[src/rtl/bp_be_fp_wb_arb_if.sv]
// FP writeback bus bundle: pipe and long-latency result inputs, register file
// write port, scoreboard pending vector and issue stall request.
interface bp_be_fp_wb_arb_if #(
    parameter int dword_width_p    = 64,
    parameter int reg_addr_width_p = 5
);
    logic                               pipe_v_i;
    logic [reg_addr_width_p-1:0]        pipe_addr_i;
    logic [dword_width_p-1:0]           pipe_data_i;
    logic                               long_v_i;
    logic [reg_addr_width_p-1:0]        long_addr_i;
    logic [dword_width_p-1:0]           long_data_i;
    logic                               long_ready_o;
    logic                               rd_w_v_o;
    logic [reg_addr_width_p-1:0]        rd_addr_o;
    logic [dword_width_p-1:0]           rd_data_o;
    logic [2**reg_addr_width_p-1:0]     pending_o;
    logic                               stall_o;

    modport master (
        output pipe_v_i, pipe_addr_i, pipe_data_i,
        output long_v_i, long_addr_i, long_data_i,
        input  long_ready_o, rd_w_v_o, rd_addr_o, rd_data_o, pending_o, stall_o
    );

    modport slave (
        input  pipe_v_i, pipe_addr_i, pipe_data_i,
        input  long_v_i, long_addr_i, long_data_i,
        output long_ready_o, rd_w_v_o, rd_addr_o, rd_data_o, pending_o, stall_o
    );
endinterface

[src/rtl/bp_be_fp_wb_arb.sv]
// FP writeback arbiter: FMA pipe always wins the rd port, long results queue in a
// small FIFO, are killed on WAW against newer pipe writes, and stall issue if starved.
module bp_be_fp_wb_arb #(
    parameter int dword_width_p    = 64,
    parameter int reg_addr_width_p = 5,
    parameter int fifo_els_p       = 2,
    parameter int starve_limit_p   = 4
) (
    input  logic               clk_i,
    input  logic               reset_i,
    bp_be_fp_wb_arb_if.slave   wb
);
    localparam int ptr_w_lp    = (fifo_els_p > 1) ? $clog2(fifo_els_p) : 1;
    localparam int cnt_w_lp    = $clog2(fifo_els_p + 1);
    localparam int starve_w_lp = $clog2(starve_limit_p + 1);
    localparam logic [cnt_w_lp-1:0]    full_cnt_lp   = cnt_w_lp'(fifo_els_p);
    localparam logic [ptr_w_lp-1:0]    last_ptr_lp   = ptr_w_lp'(fifo_els_p - 1);
    localparam logic [starve_w_lp-1:0] starve_max_lp = starve_w_lp'(starve_limit_p);

    logic [reg_addr_width_p-1:0] addr_mem [fifo_els_p];
    logic [dword_width_p-1:0]    data_mem [fifo_els_p];

    logic [ptr_w_lp-1:0]         rd_ptr_q, rd_ptr_d, wr_ptr_q, wr_ptr_d;
    logic [cnt_w_lp-1:0]         count_q, count_d;
    logic [fifo_els_p-1:0]       kill_q, kill_d;
    logic [starve_w_lp-1:0]      starve_q, starve_d;
    logic                        stall_q, stall_d;
    logic                        rd_w_v_q, rd_w_v_d;
    logic [reg_addr_width_p-1:0] rd_addr_q, rd_addr_d;
    logic [dword_width_p-1:0]    rd_data_q, rd_data_d;

    logic                        empty, pop, bypass, long_ready, push, head_killed;
    logic [fifo_els_p-1:0]       valid;
    logic [2**reg_addr_width_p-1:0] pending;

    // Slot i is live when its distance from the head is below the occupancy.
    always_comb begin
        // NOTE: every combinational output gets a default first so no path infers a latch.
        valid   = '0;
        pending = '0;
        for (int i = 0; i < fifo_els_p; i++) begin
            if (i >= int'(rd_ptr_q))
                valid[i] = (i - int'(rd_ptr_q)) < int'(count_q);
            else
                valid[i] = (i + fifo_els_p - int'(rd_ptr_q)) < int'(count_q);
            if (valid[i] && !kill_q[i])
                pending[addr_mem[i]] = 1'b1;
        end
    end

    assign empty       = (count_q == '0);
    assign pop         = !wb.pipe_v_i && !empty;
    assign bypass      = !wb.pipe_v_i && empty && wb.long_v_i;
    assign long_ready  = (count_q != full_cnt_lp) || bypass;
    assign push        = wb.long_v_i && long_ready && !bypass;
    assign head_killed = kill_q[rd_ptr_q];

    always_comb begin
        rd_ptr_d = rd_ptr_q;
        wr_ptr_d = wr_ptr_q;
        count_d  = count_q;
        kill_d   = kill_q;

        if (pop)
            rd_ptr_d = (rd_ptr_q == last_ptr_lp) ? '0 : rd_ptr_q + ptr_w_lp'(1);
        if (push)
            wr_ptr_d = (wr_ptr_q == last_ptr_lp) ? '0 : wr_ptr_q + ptr_w_lp'(1);
        if (push && !pop)
            count_d = count_q + cnt_w_lp'(1);
        else if (pop && !push)
            count_d = count_q - cnt_w_lp'(1);

        // A newer pipe write to the same register makes a buffered result stale.
        if (wb.pipe_v_i) begin
            for (int i = 0; i < fifo_els_p; i++)
                if (valid[i] && addr_mem[i] == wb.pipe_addr_i)
                    kill_d[i] = 1'b1;
        end
        if (push)
            kill_d[wr_ptr_q] = wb.pipe_v_i && (wb.long_addr_i == wb.pipe_addr_i);

        rd_w_v_d = wb.pipe_v_i || (pop && !head_killed) || bypass;
        if (wb.pipe_v_i) begin
            rd_addr_d = wb.pipe_addr_i;
            rd_data_d = wb.pipe_data_i;
        end else if (!empty) begin
            rd_addr_d = addr_mem[rd_ptr_q];
            rd_data_d = data_mem[rd_ptr_q];
        end else begin
            rd_addr_d = wb.long_addr_i;
            rd_data_d = wb.long_data_i;
        end

        if (empty || pop)
            starve_d = '0;
        else if (wb.pipe_v_i && starve_q != starve_max_lp)
            starve_d = starve_q + starve_w_lp'(1);
        else
            starve_d = starve_q;
        stall_d = (starve_d == starve_max_lp) && (count_d != '0);
    end

    always_ff @(posedge clk_i) begin
        // NOTE: sequential state uses non-blocking assignments so every flop samples pre-edge values.
        if (reset_i) begin
            rd_ptr_q  <= '0;
            wr_ptr_q  <= '0;
            count_q   <= '0;
            kill_q    <= '0;
            starve_q  <= '0;
            stall_q   <= 1'b0;
            rd_w_v_q  <= 1'b0;
            rd_addr_q <= '0;
            rd_data_q <= '0;
        end else begin
            rd_ptr_q  <= rd_ptr_d;
            wr_ptr_q  <= wr_ptr_d;
            count_q   <= count_d;
            kill_q    <= kill_d;
            starve_q  <= starve_d;
            stall_q   <= stall_d;
            rd_w_v_q  <= rd_w_v_d;
            rd_addr_q <= rd_addr_d;
            rd_data_q <= rd_data_d;
        end
    end

    // NOTE: payload storage has no reset; occupancy and kill bits alone decide what is live.
    always_ff @(posedge clk_i) begin
        if (push) begin
            addr_mem[wr_ptr_q] <= wb.long_addr_i;
            data_mem[wr_ptr_q] <= wb.long_data_i;
        end
    end

    assign wb.long_ready_o = long_ready;
    assign wb.rd_w_v_o     = rd_w_v_q;
    assign wb.rd_addr_o    = rd_addr_q;
    assign wb.rd_data_o    = rd_data_q;
    assign wb.pending_o    = pending;
    assign wb.stall_o      = stall_q;

    a_no_push_full: assert property (@(posedge clk_i) disable iff (reset_i)
        !(push && count_q == full_cnt_lp));
    a_no_pop_empty: assert property (@(posedge clk_i) disable iff (reset_i)
        !(pop && empty));
    a_pipe_kept: assert property (@(posedge clk_i) disable iff (reset_i)
        wb.pipe_v_i |-> rd_w_v_d);
endmodule

[src/flat_wrapper.sv]
// flat-port wrapper written by rule: the top's interface ports become plain ports
module bp_be_fp_wb_arb_flat 
#(
    parameter int dword_width_p    = 64,
    parameter int reg_addr_width_p = 5,
    parameter int fifo_els_p       = 2,
    parameter int starve_limit_p   = 4
)
  (clk_i, reset_i, wb_pipe_v_i, wb_pipe_addr_i, wb_pipe_data_i, wb_long_v_i, wb_long_addr_i, wb_long_data_i, wb_long_ready_o, wb_rd_w_v_o, wb_rd_addr_o, wb_rd_data_o, wb_pending_o, wb_stall_o);
  bp_be_fp_wb_arb_if #(.dword_width_p(dword_width_p), .reg_addr_width_p(reg_addr_width_p)) wb_i ();
  input  logic clk_i;
  input  logic reset_i;
  input wire logic [$bits(wb_i.pipe_v_i)-1:0] wb_pipe_v_i;
  input wire logic [$bits(wb_i.pipe_addr_i)-1:0] wb_pipe_addr_i;
  input wire logic [$bits(wb_i.pipe_data_i)-1:0] wb_pipe_data_i;
  input wire logic [$bits(wb_i.long_v_i)-1:0] wb_long_v_i;
  input wire logic [$bits(wb_i.long_addr_i)-1:0] wb_long_addr_i;
  input wire logic [$bits(wb_i.long_data_i)-1:0] wb_long_data_i;
  output wire logic [$bits(wb_i.long_ready_o)-1:0] wb_long_ready_o;
  output wire logic [$bits(wb_i.rd_w_v_o)-1:0] wb_rd_w_v_o;
  output wire logic [$bits(wb_i.rd_addr_o)-1:0] wb_rd_addr_o;
  output wire logic [$bits(wb_i.rd_data_o)-1:0] wb_rd_data_o;
  output wire logic [$bits(wb_i.pending_o)-1:0] wb_pending_o;
  output wire logic [$bits(wb_i.stall_o)-1:0] wb_stall_o;
  assign wb_i.pipe_v_i = wb_pipe_v_i;
  assign wb_i.pipe_addr_i = wb_pipe_addr_i;
  assign wb_i.pipe_data_i = wb_pipe_data_i;
  assign wb_i.long_v_i = wb_long_v_i;
  assign wb_i.long_addr_i = wb_long_addr_i;
  assign wb_i.long_data_i = wb_long_data_i;
  assign wb_long_ready_o = wb_i.long_ready_o;
  assign wb_rd_w_v_o = wb_i.rd_w_v_o;
  assign wb_rd_addr_o = wb_i.rd_addr_o;
  assign wb_rd_data_o = wb_i.rd_data_o;
  assign wb_pending_o = wb_i.pending_o;
  assign wb_stall_o = wb_i.stall_o;
  bp_be_fp_wb_arb #(.dword_width_p(dword_width_p), .reg_addr_width_p(reg_addr_width_p), .fifo_els_p(fifo_els_p), .starve_limit_p(starve_limit_p)) u_core (.clk_i(clk_i), .reset_i(reset_i), .wb(wb_i));
endmodule
[config.mk]
export PLATFORM = sky130hd
export DESIGN_NAME = bp_be_fp_wb_arb_flat
export DESIGN_NICKNAME = d
export VERILOG_FILES = /design/src/rtl/bp_be_fp_wb_arb_if.sv /design/src/rtl/bp_be_fp_wb_arb.sv /design/src/flat_wrapper.sv
export SDC_FILE = /design/constraint.sdc
export NUM_CORES = 1
export LEC_CHECK = 0
export CORE_ASPECT_RATIO = 0.75
export CORE_UTILIZATION = 49
export CTS_CLUSTER_SIZE = 8
export DETAILED_ROUTE_END_ITERATION = 10
export PLACE_DENSITY = 0.9
export SLEW_MARGIN = 5
export SYNTH_ARGS = -nofsm -noshare
export SYNTH_HDL_FRONTEND = slang
export SYNTH_SLANG_ARGS = --single-unit
[constraint.sdc]
create_clock -name clk_i -period 10.2 [get_ports clk_i]
set_input_delay 1.02 -clock clk_i [delete_from_list [all_inputs] [get_ports clk_i]]
set_output_delay 1.02 -clock clk_i [all_outputs]
set_load 0.05 [all_outputs]
* After elaboration in Yosys (flattened, before gate mapping)
Memory sizes are Yosys's and may differ from the RTL's. A register that Yosys moved wholly into a read port is not among the register bits. Index checks and enable logic that the tools add are counted.
Cells by class: bitwise operators 1, magnitude comparators 11, add/subtract/negate cells 8, equality and inequality tests 6, reduce and logical (&&, ||, !) cells 32, muxes and demuxes 32
Operator list (count):
- two-way mux 64 bit | 2
- less-than comparator 32 x 3 -> 1 bit | 3
- two-way mux 32 bit | 2
- OR 32 bit | 1
- logical AND 1 bit | 18
- two-way mux 1 bit | 16
- == test 5 bit | 3
- less-than comparator 5 x 6 -> 1 bit, second input constant | 2
- demux 1 bit (select 5 bit) | 2
- greater-or-equal comparator 5 x 1 -> 1 bit, second input constant | 2
- two-way mux 5 bit | 2
- logical NOT 1 bit | 8
- two-way mux 2 bit | 4
- two-way mux 3 bit | 2
- logical OR 1 bit | 4
- less-than comparator 1 x 2 -> 1 bit, second input constant | 2
- subtractor 1 x 1 -> 2 bit, first input constant | 2
- adder 3 x 1 -> 3 bit, second input constant | 1
- == test 3 bit, second input constant | 1
- != test 3 bit, second input constant | 1
- subtractor 2 x 1 -> 3 bit, first input constant | 1
- adder 1 bit, second input constant | 2
- adder 2 x 1 -> 2 bit, second input constant | 1
- bitwise mux 2 bit | 1
- other kinds (7) | 7
Storage, ports and cells: register bits 80, memories 2, RAM bits 138, input port bits 142, output and inout port bits 104
Memory list:
- u_core.data_mem | words 2, bits a word 64, rd ports 1, clocked after memory_dff 1, wr ports 1, RTL line bp_be_fp_wb_arb.sv:21 | logic [dword_width_p-1:0] data_mem [fifo_els_p];
- u_core.addr_mem | words 2, bits a word 5, rd ports 3, clocked after memory_dff 1, wr ports 1, RTL line bp_be_fp_wb_arb.sv:20 | logic [reg_addr_width_p-1:0] addr_mem [fifo_els_p];

* Depth between registers and ports, before layout
depth after elaboration 12, depth in mapped cells 9

* Worst setup path after synthesis
OpenSTA, ideal clock, no wires.
path kind in2reg, start point input port wb_pipe_v_i, end point register u_core.kill_q[1], required time 9.788 ns, buffers on the path 1, data arrival time 6.974 ns, stages 4, path slack 2.814 ns, cell sequence clkbuf_1 nor2b_1 nor3b_1 a221oi_1
On the way: cells in the longest elaborated chain, start to end 7, elaborated cells between the ends (all ways) 11, those cells by class mux (3); reduce/logical (8)
RTL lines:
- start, declared | RTL line flat_wrapper.sv:13 | input wire logic [$bits(wb_i.pipe_v_i)-1:0] wb_pipe_v_i;
- logical NOT 1 bit | RTL line bp_be_fp_wb_arb.sv:53 | assign bypass = !wb.pipe_v_i && empty && wb.long_v_i;
- logical AND 1 bit (2 in series) | RTL line bp_be_fp_wb_arb.sv:53
- logical OR 1 bit | RTL line bp_be_fp_wb_arb.sv:54 | assign long_ready = (count_q != full_cnt_lp) || bypass;
- logical AND 1 bit (2 in series) | RTL line bp_be_fp_wb_arb.sv:55 | assign push = wb.long_v_i && long_ready && !bypass;
- two-way mux 2 bit * | RTL line bp_be_fp_wb_arb.sv:79 | if (push)
- end signal, assigned | RTL line bp_be_fp_wb_arb.sv:119 | kill_q <= kill_d;
- end, declared | RTL line bp_be_fp_wb_arb.sv:25 | logic [fifo_els_p-1:0] kill_q, kill_d;
Mark *: on every way between the ends. The rest lies on a longest branch, timed or not. A chain may end at the register's enable or synchronous reset.

* Worst setup path in the final report
start point register u_core.rd_ptr_q, end point output port wb_pending_o[24]
On the way: cells in the longest elaborated chain, start to end 7, elaborated cells between the ends (all ways) 13, those cells by class add/sub (3); order compare (4); mux (3); bitwise (1); reduce/logical (2)
RTL lines:
- start, declared | RTL line bp_be_fp_wb_arb.sv:23 | logic [ptr_w_lp-1:0] rd_ptr_q, rd_ptr_d, wr_ptr_q, wr_ptr_d;
- start signal, assigned | RTL line bp_be_fp_wb_arb.sv:116 | rd_ptr_q <= rd_ptr_d;
- subtractor 2 x 1 -> 3 bit / subtractor 1 x 1 -> 2 bit (equally long branches) | RTL line bp_be_fp_wb_arb.sv:45, bp_be_fp_wb_arb.sv:43
- less-than comparator 32 x 3 -> 1 bit, on equally long branches | RTL line bp_be_fp_wb_arb.sv:45, bp_be_fp_wb_arb.sv:43
- two-way mux 1 bit | RTL line bp_be_fp_wb_arb.sv:42 | if (i >= int'(rd_ptr_q))
- logical AND 1 bit | RTL line bp_be_fp_wb_arb.sv:46 | if (valid[i] && !kill_q[i])
- two-way mux 32 bit | RTL line bp_be_fp_wb_arb.sv:46
- OR 32 bit (no source line)
- two-way mux 32 bit * | RTL line bp_be_fp_wb_arb.sv:46
- end, declared | RTL line flat_wrapper.sv:23 | output wire logic [$bits(wb_i.pending_o)-1:0] wb_pending_o;
Marked as above.

==> impl_metrics.toml <==
[cells_and_area]
diodes = 0
final_cell_area_um2 = 12800
synthToLayoutAreaGrowth_pct = 37.3
final_nets = 1151
multi_input_area_um2 = 3320
nFillCells = 1340
stdcell_count = 1274
drive_gt1_frac = 0.0545
final_cell_mix = "243 x clkdlybuf4s50_1, 139 x mux2i_1, 138 x edfxtp_1"
regArea_um2 = 5770
final_common_cell = "clkdlybuf4s50_1"

[place]
dp_cells = 1217
dpl-instance-area_um2 = 11900
dp_hpwl_mm = 14.5
gp_congestion = 0.811
io_buffers = 245

[floorplan]
die_h_um = 122
core_area_um2 = 18600
start_util = 0.503
die_area_um2 = 19600
num_rows = 43
ios = 246
die_width_um = 161

[clock_network]
clkSinkCount = 219
cts_hold_buf = 0
cts.clk_slew.worst_paths_ps = 50
cts_made_buffers = 31
h-tree-depth = 1
clk_path_buf_depth = 3
cts_tree = "done"
clk_latency_ps = 530
cts_setup_buffers = 0
cts-root-buf = "clkbuf_16"
cts_resized = 0

[timing]
period_share = 0.435
slew_headroom = 0.336
rsz0062_at_grt = "false"
clock_skew_ps = 10.8
finalHoldViolCount = 0
fmax_mhz = 225
setup_tns_ps = 0
fin_crit_ps = 4440
setup-violations-final = 0
slew_viol_final = 0
whs_ps = 575
worst_slew_pin_slew_ps = 996

[worst_setup_path]
r2r_end = "u_core.data_mem[1][35]$_DFFE_PP_"
rrSetupSlack_ps = 7210
arrival_ps = 3420
worst_setup_path_end_kind = "output pin"
cp-start-kind = "register"
cp.required_ps = 9180
crit_type = "register to output pin"
r2r_cells = 5
worstPathMaxFanout = 8
r2r_start = "u_core.count_q[1]$_SDFF_PP0_"

[synth]
syn_area_um2 = 9340
postSynthAreaPerCell_um2 = 12.1
synth_cell_type_count = 44
synth_edf_count = 138
synthXorXnorAreaFrac = 0.0159
muxShareOfSynthArea = 0.150
synth_fa_ha_area_frac = 0.00804
syn_nets = 920
synth_top_family_by_area = "multiplexers"
synth_compound_area_frac = 0.0750
async_flop_share = 0
ys_seq_area_frac = 0.618
ys_warn_count = 0
synth_ff_type = "edfxtp_1"
ys_seq_elements = 219
synth-simple-area-share = 0.103
netlist_instances = 772

[detailed_routing]
drt_iter0_drc = 682
postRouteAntennaNets = 0
vias_per_cell = 5.32
detail_route.first_pass.iterations = 6
wl_per_cell_um = 17.6
via_count = 6781
routed_wl_mm = 22.5
drc = 0

[hold_path]
hold_end = "u_core.starve_q[2]$_SDFF_PP0_"
hold_start = "u_core.starve_q[2]$_SDFF_PP0_"
hold_class = "register to register"
min_path_cells = 2

[grt]
overflow = 0
grt_max_degree = 80
antenna_found_initial = 0
track_usage = 0.228
grt_pass1_wl_mm = 35.4
grt_pass1_vias = 6869

[status]
status = "completed"

[pwr]
swShare = 0.350
p_comb_frac = 0.339
pwr_density_cell_nw_per_um2 = 249
p_total_w = 0.00319
p_leak_nw = 4.64
seqPwrFrac = 0.374
p_switching_w = 0.00112
vdd_drop_max_mv = 0.156
clkPwrFrac = 0.288
internal_power_w = 0.00208

[job]
drv_cap = 0
==> through the flow <==
stage	util	worst slack [ps]
6_report	0.690	5760
5_1_grt	0.690	5650
4_1_cts	0.690	5770
3_5_place_dp	0.643	6320
3_3_place_gp	0.643	6420
2_1_floorplan	-	2810
==> flip-flops by register name, summed over array words and instances, names as in the netlist, named ones only <==
register             cells
u_core.data_mem        128
u_core.wb.rd_data_o     64
u_core.addr_mem         10
u_core.wb.rd_addr_o      5
u_core.starve_q          3
u_core.count_q           2
u_core.kill_q            2
u_core.rd_ptr_q          1
u_core.wb.rd_w_v_o       1
u_core.wb.stall_o        1
u_core.wr_ptr_q          1
==> synth_stat cells (all sizes together), types with 3 or more instances <==
cell	instances	share of area
nand2	75	0.030
buf	32	0.016
mux2i	139	0.15
ha	6	0.0080
nand3b	7	0.0070
a211oi	4	0.0032
nor3	5	0.0027
dfxtp	81	0.17
nor4	3	0.0020
nor2	84	0.034
xor2	11	0.010
inv	13	0.0052
o21ai	73	0.039
o22ai	29	0.019
nand3	5	0.0027
nor2b	3	0.0020
o32ai	4	0.0058
nor3b	5	0.0046
edfxtp	138	0.44
a21oi	3	0.0016
clkbuf	21	0.0084
nand2b	6	0.0040
xnor2	6	0.0056
nand4	5	0.0098
==> worst max-delay path by stage <==
stage                     slack, ps                          end                         start
after floorplan                2810  u_core.kill_q[1]$_SDFF_PP0_                   wb_pipe_v_i
after global placement         6420             wb_pending_o[11]  u_core.rd_ptr_q$_SDFFE_PP0P_
after detailed placement       6320             wb_pending_o[26]  u_core.rd_ptr_q$_SDFFE_PP0P_
after CTS                      5770             wb_pending_o[26]  u_core.rd_ptr_q$_SDFFE_PP0P_
after global routing           5650             wb_pending_o[26]  u_core.rd_ptr_q$_SDFFE_PP0P_
final                          5760             wb_pending_o[24]  u_core.rd_ptr_q$_SDFFE_PP0P_
==> cell families after synthesis <==
logic type      Yosys count
mux                     140
xor+xnor                 17
compound gates          120
fa+ha+maj                 6
flops                   219
simple gates            204
buf+inv                  66
==> cell type report <==
type                       count  area share
multi-input combinational    487       0.259
clock buffer                  55      0.0676
sequential                   219       0.450
clock inverter                 2     0.00127
tap                          247      0.0241
timing repair buffer         251       0.194
inverter                      13     0.00381
==> power by group through the flow <==
stage	Sequential, W	Combinational, W	Clock (W)
4_1_cts	0.00119	0.00109	0.000935
5_1_grt	0.00121	0.00117	0.000970
6_report	0.00119	0.00108	0.000919
2_1_floorplan	0.00139	0.000575	0
3_3_place_gp	0.00120	0.00106	0
3_5_place_dp	0.00121	0.00108	0
==> critical path: stages (launching register included) <==
cell and delay [ps]:
dfxtp_1 510, inv_1 90, ha_1 310, nor2_1 80, o32ai_4 540, nand4_4 230
o22ai_1 280, clkdlybuf4s50_1 840
==> routing by layer <==
layer	track usage	wire, um	vias to the layer above
met2	0.388	10700	269
met5	0	0	-
met3	0.0562	1850	37
met1	0.296	9550	3212
met4	0.0513	389	0
li1	-	-	3263
Note: power is estimated with default switching activity, not from simulation.
